### src/rtl/imem_loader_pkg.sv
// Shared definitions for the instruction-memory loader: state encoding and frame field widths.
package imem_loader_pkg;

  typedef enum logic [2:0] {
    S_IDLE,
    S_LEN_HI,
    S_LEN_LO,
    S_DATA,
    S_WRITE,
    S_CSUM,
    S_FIN
  } loader_state_t;

  localparam logic [7:0] SYNC_BYTE_DEF = 8'hA5;
  localparam int         BYTE_W        = 8;
  localparam int         WORD_W        = 32;
  localparam int         LEN_W         = 16;
  localparam int         BIDX_W        = 2;

endpackage

### src/rtl/imem_loader.sv
// Byte-stream loader that writes big-endian words into instruction memory while holding the CPU,
// then releases it with a PC restart pulse once the frame checksum matches.
module imem_loader
  import imem_loader_pkg::*;
#(
  parameter logic [31:0] BASE_ADDR = 32'h0000_0000,
  parameter int          MAX_WORDS = 256,
  parameter logic [7:0]  SYNC_BYTE = SYNC_BYTE_DEF,
  parameter int          TIMEOUT   = 1_000_000
) (
  input  logic              clk,
  input  logic              rst_n,
  input  logic [BYTE_W-1:0] in_data,
  input  logic              in_valid,
  output logic              in_ready,
  output logic              im_we,
  output logic [WORD_W-1:0] im_waddr,
  output logic [WORD_W-1:0] im_wdata,
  output logic              cpu_hold,
  output logic              pc_restart,
  output logic              done,
  output logic              error
);

  localparam int TW = $clog2(TIMEOUT + 1);

  loader_state_t     state_q, state_d;
  logic [LEN_W-1:0]  len_q, len_d;
  logic [LEN_W-1:0]  idx_q, idx_d;
  logic [BIDX_W-1:0] bcnt_q, bcnt_d;
  logic [BYTE_W-1:0] csum_q, csum_d;
  logic [TW-1:0]     tcnt_q, tcnt_d;
  logic [WORD_W-1:0] waddr_q, waddr_d;
  logic [WORD_W-1:0] wdata_q, wdata_d;
  logic              good_q, good_d;
  logic              hold_q, hold_d;
  logic              done_q, done_d;
  logic              err_q, err_d;

  logic              take;
  logic              tmo;
  logic [LEN_W-1:0]  n_next;

  assign in_ready   = (state_q != S_WRITE) && (state_q != S_FIN);
  assign take       = in_valid && in_ready;
  assign im_we      = (state_q == S_WRITE);
  assign pc_restart = (state_q == S_FIN) && good_q;
  assign im_waddr   = waddr_q;
  assign im_wdata   = wdata_q;
  assign cpu_hold   = hold_q;
  assign done       = done_q;
  assign error      = err_q;

  always_comb begin
    state_d = state_q;
    len_d   = len_q;
    idx_d   = idx_q;
    bcnt_d  = bcnt_q;
    csum_d  = csum_q;
    tcnt_d  = tcnt_q;
    waddr_d = waddr_q;
    wdata_d = wdata_q;
    good_d  = good_q;
    hold_d  = hold_q;
    done_d  = done_q;
    err_d   = err_q;
    tmo     = 1'b0;
    n_next  = '0;

    // Inter-byte watchdog runs only while waiting on the source inside a frame.
    case (state_q)
      S_LEN_HI, S_LEN_LO, S_DATA, S_CSUM: begin
        if (take) begin
          tcnt_d = '0;
        end else if (tcnt_q == TW'(TIMEOUT - 1)) begin
          tmo    = 1'b1;
          tcnt_d = '0;
        end else begin
          tcnt_d = tcnt_q + 1'b1;
        end
      end
      S_WRITE: tcnt_d = tcnt_q;
      default: tcnt_d = '0;
    endcase

    case (state_q)
      S_IDLE: begin
        if (take && (in_data == SYNC_BYTE)) begin
          state_d = S_LEN_HI;
          hold_d  = 1'b1;
          done_d  = 1'b0;
          err_d   = 1'b0;
          csum_d  = '0;
          idx_d   = '0;
          bcnt_d  = '0;
          good_d  = 1'b0;
        end
      end
      S_LEN_HI: begin
        if (take) begin
          len_d[15:8] = in_data;
          state_d     = S_LEN_LO;
        end else if (tmo) begin
          good_d  = 1'b0;
          state_d = S_FIN;
        end
      end
      S_LEN_LO: begin
        n_next = {len_q[15:8], in_data};
        if (take) begin
          len_d = n_next;
          if ({16'd0, n_next} > 32'(MAX_WORDS)) begin
            good_d  = 1'b0;
            state_d = S_FIN;
          end else if (n_next == '0) begin
            state_d = S_CSUM;
          end else begin
            state_d = S_DATA;
          end
        end else if (tmo) begin
          good_d  = 1'b0;
          state_d = S_FIN;
        end
      end
      S_DATA: begin
        if (take) begin
          wdata_d = {wdata_q[23:0], in_data};
          csum_d  = csum_q ^ in_data;
          bcnt_d  = bcnt_q + 1'b1;
          if (bcnt_q == 2'd3) begin
            waddr_d = BASE_ADDR + {14'd0, idx_q, 2'b00};
            state_d = S_WRITE;
          end
        end else if (tmo) begin
          good_d  = 1'b0;
          state_d = S_FIN;
        end
      end
      S_WRITE: begin
        idx_d   = idx_q + 16'd1;
        state_d = ((idx_q + 16'd1) == len_q) ? S_CSUM : S_DATA;
      end
      S_CSUM: begin
        if (take) begin
          good_d  = (in_data == csum_q);
          state_d = S_FIN;
        end else if (tmo) begin
          good_d  = 1'b0;
          state_d = S_FIN;
        end
      end
      S_FIN: begin
        // A failed load keeps the CPU held so a partial program never runs.
        if (good_q) begin
          done_d = 1'b1;
          hold_d = 1'b0;
        end else begin
          err_d = 1'b1;
        end
        state_d = S_IDLE;
      end
      default: state_d = S_IDLE;
    endcase
  end

  always_ff @(posedge clk or negedge rst_n) begin
    if (!rst_n) begin
      state_q <= S_IDLE;
      len_q   <= '0;
      idx_q   <= '0;
      bcnt_q  <= '0;
      csum_q  <= '0;
      tcnt_q  <= '0;
      waddr_q <= '0;
      wdata_q <= '0;
      good_q  <= 1'b0;
      hold_q  <= 1'b0;
      done_q  <= 1'b0;
      err_q   <= 1'b0;
    end else begin
      state_q <= state_d;
      len_q   <= len_d;
      idx_q   <= idx_d;
      bcnt_q  <= bcnt_d;
      csum_q  <= csum_d;
      tcnt_q  <= tcnt_d;
      waddr_q <= waddr_d;
      wdata_q <= wdata_d;
      good_q  <= good_d;
      hold_q  <= hold_d;
      done_q  <= done_d;
      err_q   <= err_d;
    end
  end

endmodule

### config.mk
export PLATFORM = sky130hd
export DESIGN_NAME = imem_loader
export DESIGN_NICKNAME = d
export VERILOG_FILES = /design/src/rtl/imem_loader_pkg.sv /design/src/rtl/imem_loader.sv
export SDC_FILE = /design/constraint.sdc
export NUM_CORES = 1
export LEC_CHECK = 0
export BUFFER_PORTS_ARGS = -buffer_cell sky130_fd_sc_hd__buf_2
export CAP_MARGIN = 10
export CORE_UTILIZATION = 40
export CTS_BUF_LIST = sky130_fd_sc_hd__clkbuf_16
export CTS_CLUSTER_SIZE = 20
export DETAILED_ROUTE_END_ITERATION = 10
export PLACE_DENSITY = 0.66
export SLEW_MARGIN = 5
export SYNTH_ARGS = -nofsm -noshare
export SYNTH_HDL_FRONTEND = slang
export SYNTH_SLANG_ARGS = --single-unit
### constraint.sdc
create_clock -name clk -period 2.81 [get_ports clk]
set_clock_uncertainty 0.2 [all_clocks]
set_input_delay 0.281 -clock clk [delete_from_list [all_inputs] [get_ports clk]]
set_output_delay 0.281 -clock clk [all_outputs]
set_load 0.01 [all_outputs]
# Yosys cells after proc, flatten, opt, wreduce, memory -nomap -nowiden
# Cells that the tools add are included.
totals:
  wordCells: 102
  regBits: 117
  inputBits: 11
  output_inout_bits: 70
classes:
  eq_ne: 20
  n_addsub: 3
  n_reduce_logical: 22
  mux: 41
  bitwise_logic: 2
  order_cmp: 1
op_table:
  columns: ["operator", "n"]
  rows:
  - ["$mux 20", 2]
  - ["$pmux 20 s2", 1]
  - ["$pmux 16 s2", 1]
  - ["$pmux 8 s2", 2]
  - ["$mux 3", 10]
  - ["$mux 8", 3]
  - ["$add 20x1->20 const B", 1]
  - ["$eq 20x20->1 const B", 1]
  - ["$pmux 3 s6", 1]
  - ["$add 16x1->16 const B", 1]
  - ["$eq 16x16->1", 1]
  - ["$gt 16x9->1 const B", 1]
  - ["$logic_not 16->1", 1]
  - ["$mux 16", 1]
  - ["$reduce_and 3->1", 5]
  - ["$mux 1", 13]
  - ["$ne 3x3->1 const B", 4]
  - ["$ne 2x2->1 const B", 5]
  - ["$eq 3x3->1 const B", 3]
  - ["$eq 8x8->1", 1]
  - ["$eq 8x8->1 const B", 1]
  - ["$reduce_and 2->1", 4]
  - ["$xor 8x8->8", 1]
  - ["$eq 3x2->1 const B", 2]
  - ["other kinds (15)", 23]

# Longest topological paths before layout
# Gate-level depths: netlist of the first run.
depth:
  ltp_word: 8
  ltp_mapped: 8
  depth_no_buf: 7

# Worst setup path after synthesis of the first run
# OpenSTA, ideal clock, no wires.
synth_timing:
  kind: "reg-to-reg"
  start: "register idx_q[0]"
  end: "register state_q[1]"
  slack_ns: 0.424
  path_stages_with_launch: 8
  t_arrival_ns: 2.043
  required_ns: 2.467
  setup_ns: 0.143
  synth_period_minus_slack_ns: 2.386
  path_buffers: 0
  cell_sequence: "dfrtp_1 > ha_1 > nand4_2 > or4_1 > a22oi_1 > o2111ai_1 > nor4_2 > o211ai_1"
synth_via:
  elab_chain_len: 4
synth_rtl:
  columns: ["element", "line", "source"]
  rows:
  - ["from (decl)", "imem_loader.sv:29", "logic [LEN_W-1:0] idx_q, idx_d;"]
  - ["from (signal assigned)", "imem_loader.sv:183", "idx_q <= idx_d;"]
  - ["$add 16x1->16", "imem_loader.sv:141", "state_d = ((idx_q + 16'd1) == len_q) ? S_CSUM : S_DATA;"]
  - ["$eq 16x16->1", "imem_loader.sv:141", null]
  - ["$mux 3", "imem_loader.sv:141", null]
  - ["$pmux 3 s6", "imem_loader.sv:86", "case (state_q)"]
  - ["to (signal assigned)", "imem_loader.sv:181", "state_q <= state_d;"]
  - ["to (decl)", "imem_loader.sv:27", "loader_state_t state_q, state_d;"]
# Every way passes these cells.
# A chain may end at the register's enable or synchronous reset.

# Final worst setup path of the first run
layout_timing:
  start: "register idx_q[1]"
  end: "register state_q[1]"
# Same word-level chain as after synthesis.

==> load_flow_metrics.sql, run 1 <==
INSERT INTO impl_metrics (metric_group, metric, value, unit) VALUES
('outcome', 'status', 'complete, no violations', ''),
('pwr', 'pwr_density_cell', '1030', 'nW/um2'),
('clock_tree', 'clock_path_buffers', '2', ''),
('placement', 'dp.final_hpwl', '9660', 'um'),
('pwr', 'leakage', '3.32', 'nW'),
('global_routing', 'antenna_found_initial', '0', ''),
('floorplan', 'core-area', '14500', 'um2'),
('sta', 'hold_viol_final', '0', ''),
('final_layout', 'final-instance-count-excl-fill', '916', ''),
('global_routing', 'grt_max_degree', '53', ''),
('logic_synthesis', 'seq_area_frac_synth', '0.491', ''),
('sta', 'rsz0062_at_grt', 'false', ''),
('placement', 'finalWeightedCongestion', '0.875', ''),
('sta', 'worst_case_headroom_to_the_max_slew_limit', '0.313', ''),
('worst_hold_path', 'worst_min_delay_path_class', 'in2reg', ''),
('drt', 'initialDrtViolationCount', '352', ''),
('placement', 'dp_worst_setup_slack', '182', 'ps'),
('clock_tree', 'buffers_inserted_during_post_cts_setup_optimization', '0', ''),
('drt', 'drt_wl_total', '14000', 'um'),
('floorplan', 'initial_util', '0.411', ''),
('critical_path', 'crit_end_element', 'register', ''),
('drt', 'route.detailed.vias_per_inst', '5.33', ''),
('drt', 'detail-route-antenna-nets', '0', ''),
('drt', 'drc_errors', '0', ''),
('drt', 'wl_per_cell', '15.3', 'um'),
('global_routing', 'grtUsageTotal', '0.198', ''),
('floorplan', 'floorplan.die.width', '124', 'um'),
('global_routing', 'first_global_vias', '4718', ''),
('critical_path', 'critical_path_required', '2880', 'ps'),
('final_layout', 'drive_gt1_frac', '0.206', ''),
('drt', 'first_pass_iters', '5', ''),
('floorplan', 'chipHeight', '124', 'um'),
('logic_synthesis', 'synthDominantCellAreaShare', '0.491', ''),
('sta', 'slew_viol_final', '0', ''),
('critical_path', 'worst-endpoint-arrival', '2710', 'ps'),
('clock_tree', 'tritoncts', 'done', ''),
('placement', 'cell_count_post_placement', '878', ''),
('logic_synthesis', 'top_cells_by_area_in_the_synthesized_netlist', 'dfrtp_1 (49%), nand2_1 (9.4%), o21ai_0 (6.0%), mux2_2 (5.3%), nor2_1 (2.4%)', ''),
('clock_tree', 'clkSinkCount', '117', ''),
('floorplan', 'io_pins', '81', ''),
('placement', 'port-buffer-count', '64', ''),
('critical_path', 'critical_path_class', 'reg2reg', ''),
('logic_synthesis', 'synth_top_cell_by_area', 'dfrtp_1', ''),
('logic_synthesis', 'synth_cells', '649', ''),
('pwr', 'ir_worst_vdd', '0.456', 'mV'),
('sta', 'fin_crit', '2640', 'ps'),
('floorplan', 'die-area', '15400', 'um2'),
('flow_run', 'timing.max_cap.violations', '0', ''),
('sta', 'finalSetupViolations', '0', ''),
('logic_synthesis', 'yosysWarningCount', '0', ''),
('logic_synthesis', 'synthesis.area', '5970', 'um2'),
('logic_synthesis', 'synth-edff-count', '0', ''),
('clock_tree', 'clk_pin_slew_worst_paths', '50', 'ps'),
('floorplan', 'placementRows', '44', ''),
('final_layout', 'final_nets', '733', ''),
('final_layout', 'antenna_cells', '0', ''),
('final_layout', 'fill_cells', '1383', ''),
('final_layout', 'syn_to_final_growth', '19.0', '%'),
('sta', 'clock.fmax', '379', 'MHz'),
('clock_tree', 'cts_root_buffer', 'clkbuf_16', ''),
('drt', 'num_vias', '4884', ''),
('sta', 'worst-slew-pin-transition', '1030', 'ps'),
('critical_path', 'startpoint_type', 'register', ''),
('logic_synthesis', 'async_reset_ff_frac', '1.00', ''),
('global_routing', 'grt.overflow.total', '0', ''),
('critical_path', 'critPathMaxFanout', '7', ''),
('logic_synthesis', 'synth.lib_cells_used.distinct', '59', ''),
('logic_synthesis', 'synth.avg_cell_area', '9.19', 'um2'),
('logic_synthesis', 'synth_ff_type', 'dfrtp_1', ''),
('clock_tree', 'cts-buffers-inserted', '17', ''),
('sta', 'tns', '0', 'ps'),
('clock_tree', 'clkLatencyLatePin', '420', 'ps'),
('sta', 'final_critical_path_setup_slack', '169', 'ps'),
('sta', 'min_period_over_period', '0.940', ''),
('logic_synthesis', 'postSynthRegisterBits', '117', ''),
('global_routing', 'first_pass_grt_wire_length', '23400', 'um'),
('clock_tree', 'cts.htree.levels', '4', '');
## registers in the layout (all words and copies together), names as in the netlist
register / count
bcnt_q: 2
cpu_hold: 1
csum_q: 8
done: 1
error: 1
good_q: 1
idx_q: 16
im_waddr: 16
im_wdata: 32
len_q: 16
state_q: 3
tcnt_q: 20
## logic make-up (layout without fill, tap and decap cells)
family,Yosys count,in the layout,share of synthesized area
compound gates,136,136,0.140
xor+xnor,26,26,0.0382
simple gates,277,277,0.220
flops,117,117,0.491
mux,29,29,0.0547
fa+ha+maj,3,3,0.00629
other cells,1,16,0.000628
buf+inv,60,128,0.0497
## synth_stat cells (3+ instances only)
master    instances
a21oi_1           8
a31oi_1           7
and2_1            3
and3_1           10
buf_1             3
buf_2             9
buf_4            16
clkbuf_1         21
dfrtp_1         117
ha_1              3
inv_1             9
mux2_2           28
nand2_1         150
nand2b_1         10
nand3_1          16
nand4_1          10
nor2_1           38
nor2b_1           3
nor3_1            4
nor4_1           10
nor4_2            4
nor4b_1           3
o211ai_1          7
o21ai_0          72
o22ai_1           3
o31ai_1          18
o41ai_1           3
xnor2_1          15
xor2_1           11
## layout make-up
cell class	count	area (um2)	share of cell area
multi-input cells	487	2810	0.396
well taps	184	230	0.0324
repair buffers	85	508	0.0716
flip-flops and latches	117	2930	0.412
inverters	11	41.3	0.00582
clock inverters	15	158	0.0222
clock buffers	17	425	0.0599
## critical path, cell delays in order (launching register included)
cell and delay [ps]:
dfrtp_1 400, ha_1 310, nand4_2 210, or4_1 540, a22oi_1 180, o2111ai_1 160, nor4_2 360, o211ai_1 130
## timing repair
item | CTS | global route
hold buffers | 6 | 0
endpoints found under the hold margin | 55 | 0
resized for setup | 0 | 0
## report_power, final
part	internal, W	switching [W]	leakage (nW)
Clock	0.00131	0.000797	0.276
Combinational	0.00103	0.00130	1.51
Sequential	0.00227	0.000624	1.53
Total	0.00461	0.00273	3.32
## per-layer routing
metal  track usage  wire length [um]  vias up
met3        0.0421               626       18
met5             0                 0        -
met4        0.0781               227        0
met1         0.248              6290     2355
met2         0.331              6890      124
li1              -                 -     2387
## layout by cell type (no fill, tap or decap), types with 11 or more instances in the layout
cell type,n
xnor2_1,15
nor2_1,38
xor2_1,11
buf_2,63
nand2_1,150
mux2_2,28
dfrtp_1,117
o31ai_1,18
conb_1,16
o21ai_0,72
buf_4,15
clkbuf_16,17
nand3_1,16
## worst paths after layout
path / end / from / slack, ps / cells past startpoint
min in group asynchronous: im_wdata[31]$_DFFE_PN0P_ / rst_n / 230 / 2
worst min register to register: im_wdata[29]$_DFFE_PN0P_ / im_wdata[29]$_DFFE_PN0P_ / 270 / 2
worst max register to register: state_q[1]$_DFFE_PN0P_ / idx_q[1]$_DFFE_PN0P_ / 170 / 7
worst min-delay path: im_wdata[4]$_DFFE_PN0P_ / in_data[4] / 8 / 3
worst max-delay path: state_q[1]$_DFFE_PN0P_ / idx_q[1]$_DFFE_PN0P_ / 170 / 7
max in group asynchronous: im_waddr[12]$_DFFE_PN0P_ / rst_n / 1430 / 3
## metrics by stage
step	util	power (W)	cell area (um2)	hold WS (ps)
3_3_place_gp	0.444	0.00516	6450	151
2_1_floorplan	-	0.00443	6020	-215
5_1_grt	0.488	0.00785	7100	21.4
4_1_cts	0.488	0.00740	7100	0.0152
3_5_place_dp	0.444	0.00526	6450	154
6_report	0.488	0.00733	7100	7.57
No activity file was read; power rests on OpenSTA's default activity.
==> run 2, diff against run 1 <==
Settings changed: CORE_ASPECT_RATIO set to 0.75.
==> run 2 against run 1 <==
Non-clock buffer count increased by 2; largest power group unchanged; clock power increased by 5%; cell area increased by 0.78%; combinational power about the same; highest routed layer unchanged; core utilization increased by 0.49 points; die area about the same; critical path type unchanged; via count increased by 3.0%.
==> load_flow_metrics.sql, run 2 (same netlist as run 1, synthesis figures left out) <==
INSERT INTO impl_metrics (metric_group, metric, value, unit) VALUES
('sta', 'tns', '0', 'ps'),
('floorplan', 'io_pins', '81', ''),
('global_routing', 'antenna_found_initial', '0', ''),
('clock_tree', 'clock_path_buffers', '2', ''),
('final_layout', 'antenna_cells', '0', ''),
('final_layout', 'layout.cells.most_common', 'nand2_1', ''),
('global_routing', 'first_pass_grt_wire_length', '24800', 'um'),
('sta', 'hold-worst-slack', '179', 'ps'),
('floorplan', 'chipHeight', '108', 'um'),
('critical_path', 'critical_path.endpoint', 'state_q[1]$_DFFE_PN0P_', ''),
('clock_tree', 'cts.htree.levels', '4', ''),
('final_layout', 'postLayoutCoreUtil', '0.493', ''),
('drt', 'detail-route-antenna-nets', '0', ''),
('pwr', 'leakage', '3.33', 'nW'),
('flow_run', 'timing.max_cap.violations', '0', ''),
('sta', 'worst_case_headroom_to_the_max_slew_limit', '0.584', ''),
('sta', 'fin_crit', '2590', 'ps'),
('placement', 'finalWeightedCongestion', '0.844', ''),
('floorplan', 'die-area', '15400', 'um2'),
('sta', 'finalSetupViolations', '0', ''),
('critical_path', 'r2r_end', 'state_q[1]$_DFFE_PN0P_', ''),
('worst_hold_path', 'worst_min_delay_path_class', 'in2async', ''),
('final_layout', 'fill_cells', '1336', ''),
('critical_path', 'critical_path_class', 'reg2reg', ''),
('sta', 'hold_viol_final', '0', ''),
('final_layout', 'syn_to_final_growth', '19.9', '%'),
('drt', 'wl_per_cell', '16.0', 'um'),
('sta', 'worst-slew-pin-transition', '618', 'ps'),
('drt', 'route.detailed.vias_per_inst', '5.39', ''),
('clock_tree', 'clkLatencyLatePin', '420', 'ps'),
('clock_tree', 'clk_pin_slew_worst_paths', '60', 'ps'),
('critical_path', 'worst-endpoint-arrival', '2670', 'ps'),
('clock_tree', 'buffers_inserted_during_post_cts_setup_optimization', '0', ''),
('global_routing', 'first_global_vias', '4912', ''),
('global_routing', 'grtUsageTotal', '0.208', ''),
('critical_path', 'critical_path_required', '2890', 'ps'),
('floorplan', 'core-area', '14500', 'um2'),
('final_layout', 'final_nets', '735', ''),
('floorplan', 'initial_util', '0.411', ''),
('sta', 'slew_viol_final', '0', ''),
('sta', 'clock.fmax', '386', 'MHz'),
('placement', 'port-buffer-count', '64', ''),
('drt', 'initialDrtViolationCount', '302', ''),
('global_routing', 'grt_max_degree', '52', ''),
('critical_path', 'timing.reg2reg.setup_slack', '220', 'ps'),
('pwr', 'pwr_density_cell', '1050', 'nW/um2'),
('clock_tree', 'cts_root_buffer', 'clkbuf_16', ''),
('critical_path', 'critPathMaxFanout', '7', ''),
('critical_path', 'startpoint_type', 'register', ''),
('drt', 'first_pass_iters', '5', ''),
('drt', 'num_vias', '5031', ''),
('floorplan', 'placementRows', '38', ''),
('critical_path', 'cp-startpoint', 'idx_q[1]$_DFFE_PN0P_', ''),
('final_layout', 'drive_gt1_frac', '0.206', ''),
('final_layout', 'largest_register_ffs', '32', ''),
('critical_path', 'rr_startpoint', 'idx_q[1]$_DFFE_PN0P_', ''),
('placement', 'dp.final_hpwl', '10300', 'um'),
('drt', 'drc_errors', '0', ''),
('drt', 'drt_wl_total', '14900', 'um'),
('critical_path', 'r2r_cells', '7', ''),
('critical_path', 'crit_end_element', 'register', ''),
('pwr', 'ir_worst_vdd', '0.469', 'mV'),
('floorplan', 'floorplan.die.width', '143', 'um'),
('final_layout', 'highest_count_cells_in_the_layout_ignoring_fill_and_taps', 'nand2_1 (150), dfrtp_1 (117), o21ai_0 (72), buf_2 (63), nor2_1 (37)', ''),
('clock_tree', 'tritoncts', 'done', ''),
('sta', 'min_period_over_period', '0.922', ''),
('sta', 'rsz0062_at_grt', 'false', ''),
('clock_tree', 'clkSinkCount', '117', ''),
('clock_tree', 'cts-buffers-inserted', '17', ''),
('global_routing', 'grt.overflow.total', '0', ''),
('outcome', 'status', 'complete, no violations', '');
[run 2: final cells by class]
class | count | area [um2] | area share
Inverter | 11 | 41.3 | 0.00577
Clock inverter | 15 | 168 | 0.0234
Clock buffer | 17 | 425 | 0.0595
Multi-Input combinational cell | 487 | 2810 | 0.393
Tap cell | 200 | 250 | 0.0350
Timing Repair Buffer | 87 | 531 | 0.0742
Sequential cell | 117 | 2930 | 0.409
[run 2: power by group]
part	internal, W	leakage, nW	switching (W)
logic	0.00103	1.52	0.00133
clock network	0.00133	0.280	0.000872
registers	0.00227	1.53	0.000669
total	0.00462	3.33	0.00287
[run 2: what timing repair did]
| item | in CTS | in global routing |
|---|---|---|
| setup endpoints to repair | 0 | 7 |
| gates resized for setup | 0 | 1 |
| hold buffers | 9 | 0 |
| hold endpoints to repair | 54 | 0 |
[run 2: how the worst min path moves through the flow]
stage                     startpoint                       end  slack, ps
final                          rst_n  im_wdata[22]$_DFFE_PN0P_        180
after global routing           rst_n  im_wdata[22]$_DFFE_PN0P_        230
after CTS                   in_valid    state_q[1]$_DFFE_PN0P_        170
after detailed placement       rst_n  im_wdata[22]$_DFFE_PN0P_        100
after global placement         rst_n  im_wdata[31]$_DFFE_PN0P_         90
after floorplan                rst_n     bcnt_q[0]$_DFFE_PN0P_       -210
[run 2: worst max-delay path, cell delays in order, from the launching register on]
cell,delay (ps)
dfrtp_1,430
ha_1,330
nand4_2,210
or4_1,560
a22oi_1,180
o2111ai_1,140
nor4_2,280
o211ai_1,120
[run 2: layer usage]
layer,wire length (um),track usage
met3,675,0.0552
met4,154,0.0645
met2,6870,0.318
met5,0,0
met1,7240,0.286
[run 2: stage by stage]
step	total power (W)	std cells	setup WS, ps	area, um2
6_report	0.00750	934	218	7150
5_1_grt	0.00797	934	49.6	7150
4_1_cts	0.00753	934	127	7150
3_5_place_dp	0.00530	893	241	6470
3_3_place_gp	0.00520	893	328	6470
2_1_floorplan	0.00443	664	424	6020
==> run 3, diff against run 2 <==
Settings changed: GPL_TIMING_DRIVEN set to 0.
==> run 3 against run 2 <==
Core utilization increased by 1.2 points; wire length increased by 3.7%; highest routed layer unchanged; first-iteration DRC count increased by 23%; final cell count increased by 4.1%; combinational power increased by 11%; sequential share of layout area decreased by 0.93 points.
==> load_flow_metrics.sql, run 3 (same netlist as run 1, synthesis figures left out) <==
INSERT INTO impl_metrics (metric_group, metric, value, unit) VALUES
('outcome', 'status', 'complete, no violations', ''),
('clock_tree', 'cts-buffers-inserted', '17', ''),
('drt', 'wl_per_cell', '15.9', 'um'),
('pwr', 'leakage', '3.43', 'nW'),
('final_layout', 'drive_gt1_frac', '0.218', ''),
('worst_hold_path', 'worst_min_delay_path_class', 'in2reg', ''),
('clock_tree', 'clkSinkCount', '117', ''),
('pwr', 'power_frac_comb', '0.353', ''),
('drt', 'drc_errors', '0', ''),
('final_layout', 'highest_count_cells_in_the_layout_ignoring_fill_and_taps', 'nand2_1 (150), dfrtp_1 (115), buf_2 (73), o21ai_0 (72), nor2_1 (38)', ''),
('global_routing', 'first_pass_grt_wire_length', '25200', 'um'),
('sta', 'worst-slew-pin-transition', '992', 'ps'),
('floorplan', 'chipHeight', '108', 'um'),
('critical_path', 'crit_path_top_delay_cell', 'dlygate4sd3_1', ''),
('pwr', 'internal_power', '0.00458', 'W'),
('pwr', 'pwr_density_cell', '1020', 'nW/um2'),
('sta', 'tns', '0', 'ps'),
('critical_path', 'critical_path_class', 'in2reg', ''),
('global_routing', 'antenna_found_initial', '0', ''),
('clock_tree', 'clkLatencyLatePin', '430', 'ps'),
('global_routing', 'first_global_vias', '4929', ''),
('final_layout', 'antenna_cells', '0', ''),
('critical_path', 'worst_path_largest_cell_delay', '540', 'ps'),
('final_layout', 'layout.cells.most_common', 'nand2_1', ''),
('drt', 'route.detailed.vias_per_inst', '5.31', ''),
('critical_path', 'cpLargestDelayFamily', 'buffers and inverters', ''),
('sta', 'worst_case_headroom_to_the_max_slew_limit', '0.333', ''),
('sta', 'rsz0062_at_grt', 'false', ''),
('sta', 'min_period_over_period', '0.939', ''),
('critical_path', 'path_cells', 'dlygate4sd3_1 > buf_2 > and4_1 > and2_1 > and3_1 > nor2_1 > clkbuf_1 > o21ai_0 > o41ai_1', ''),
('drt', 'num_vias', '5166', ''),
('floorplan', 'floorplan.die.width', '143', 'um'),
('pwr', 'power.total', '0.00746', 'W'),
('critical_path', 'startpoint_type', 'primary input', ''),
('critical_path', 'worst-endpoint-arrival', '2760', 'ps'),
('pwr', 'ir_worst_vdd', '0.611', 'mV'),
('critical_path', 'critPathMaxFanout', '10', ''),
('clock_tree', 'tritoncts', 'done', ''),
('floorplan', 'initial_util', '0.411', ''),
('placement', 'dp.final_hpwl', '10900', 'um'),
('placement', 'finalWeightedCongestion', '0.896', ''),
('flow_run', 'timing.max_cap.violations', '0', ''),
('drt', 'detail-route-antenna-nets', '0', ''),
('sta', 'clock.fmax', '379', 'MHz'),
('global_routing', 'grtUsageTotal', '0.214', ''),
('sta', 'finalSetupViolations', '0', ''),
('floorplan', 'die-area', '15400', 'um2'),
('drt', 'initialDrtViolationCount', '372', ''),
('drt', 'drt_wl_total', '15500', 'um'),
('drt', 'first_pass_iters', '5', ''),
('sta', 'fin_crit', '2640', 'ps'),
('pwr', 'sw_frac_of_total', '0.385', ''),
('placement', 'cell_count_post_placement', '929', ''),
('clock_tree', 'cts.htree.levels', '4', ''),
('final_layout', 'final_nets', '773', ''),
('global_routing', 'grt_max_degree', '63', ''),
('clock_tree', 'clock_path_buffers', '2', ''),
('placement', 'port-buffer-count', '64', ''),
('final_layout', 'final-instance-count-excl-fill', '972', ''),
('critical_path', 'crit_end_element', 'register', ''),
('placement', 'dp_worst_setup_slack', '-117', 'ps'),
('clock_tree', 'clk_pin_slew_worst_paths', '60', 'ps'),
('critical_path', 'critical_path_required', '2930', 'ps'),
('global_routing', 'grt.overflow.total', '0', ''),
('pwr', 'share_clk_of_total_power', '0.276', ''),
('sta', 'hold_viol_final', '0', ''),
('final_layout', 'syn_to_final_growth', '22.8', '%'),
('final_layout', 'fill_cells', '1338', ''),
('sta', 'final_critical_path_setup_slack', '172', 'ps'),
('clock_tree', 'cts_root_buffer', 'clkbuf_16', ''),
('floorplan', 'placementRows', '38', ''),
('pwr', 'seqPwrFrac', '0.371', ''),
('sta', 'hold-worst-slack', '28.1', 'ps'),
('sta', 'slew_viol_final', '0', ''),
('floorplan', 'io_pins', '81', ''),
('pwr', 'net-switching-power', '0.00287', 'W'),
('final_layout', 'area_of_the_multi_input_gates', '2830', 'um2'),
('floorplan', 'core-area', '14500', 'um2'),
('critical_path', 'critical_path.n_buffers_inverters', '3', ''),
('final_layout', 'ff_latch_area', '2930', 'um2'),
('final_layout', 'largest_register_ffs', '32', '');
-- run 3: layout make-up --
cell class                 count  area share
clock buffer                  17      0.0581
inverter                      11     0.00564
buffer                        48      0.0345
tap                          200      0.0342
multi-input combinational    487       0.386
clock inverter                15      0.0181
timing repair buffer          77      0.0637
sequential                   117       0.400
-- run 3: worst paths after layout --
kind / slack (ps) / start / to / cells past startpoint
hold reg to reg: 270 / im_wdata[27]$_DFFE_PN0P_ / im_wdata[27]$_DFFE_PN0P_ / 2
setup reg to reg: 180 / idx_q[0]$_DFFE_PN0P_ / state_q[1]$_DFFE_PN0P_ / 8
max in group asynchronous: 1510 / rst_n / idx_q[0]$_DFFE_PN0P_ / 3
setup / recovery: 170 / in_data[7] / idx_q[12]$_DFFE_PN0P_ / 9
min in group asynchronous: 180 / rst_n / im_wdata[28]$_DFFE_PN0P_ / 2
hold / removal: 30 / in_data[6] / len_q[6]$_DFFE_PN0P_ / 2
-- run 3: what timing repair did --
item,CTS,global route
endpoints found under the hold margin,73,0
endpoints found under the setup margin,4,43
pin swaps,2,1
buffers inserted,1,2
hold buffers,9,0
gates cloned,0,0
gates resized for setup,1,6
-- run 3: metrics by stage --
step,instance area [um2],utilization
final,7330,0.505
after global routing,7330,0.505
after CTS,7280,0.502
after detailed placement,6630,0.457
after global placement,6590,0.455
after floorplan,6020,-
-- run 3: power by group through the flow --
| stage | Combinational [W] | Sequential (W) | Clock (W) |
|---|---|---|---|
| final | 0.00263 | 0.00277 | 0.00206 |
| after floorplan | 0.00165 | 0.00278 | 0 |
| after CTS | 0.00258 | 0.00275 | 0.00209 |
| after global placement | 0.00249 | 0.00274 | 0 |
| after detailed placement | 0.00256 | 0.00277 | 0 |
| after global routing | 0.00294 | 0.00285 | 0.00217 |
-- run 3: metal layers --
layer / part of all wire / wire length [um] / vias to the layer above / GRT usage
li1: - / - / 2468 / -
met1: 0.50 / 7750 / 2560 / 0.301
met2: 0.44 / 6790 / 115 / 0.317
met3: 0.049 / 752 / 23 / 0.0503
met4: 0.013 / 208 / 0 / 0.0799
met5: 0 / 0 / - / 0
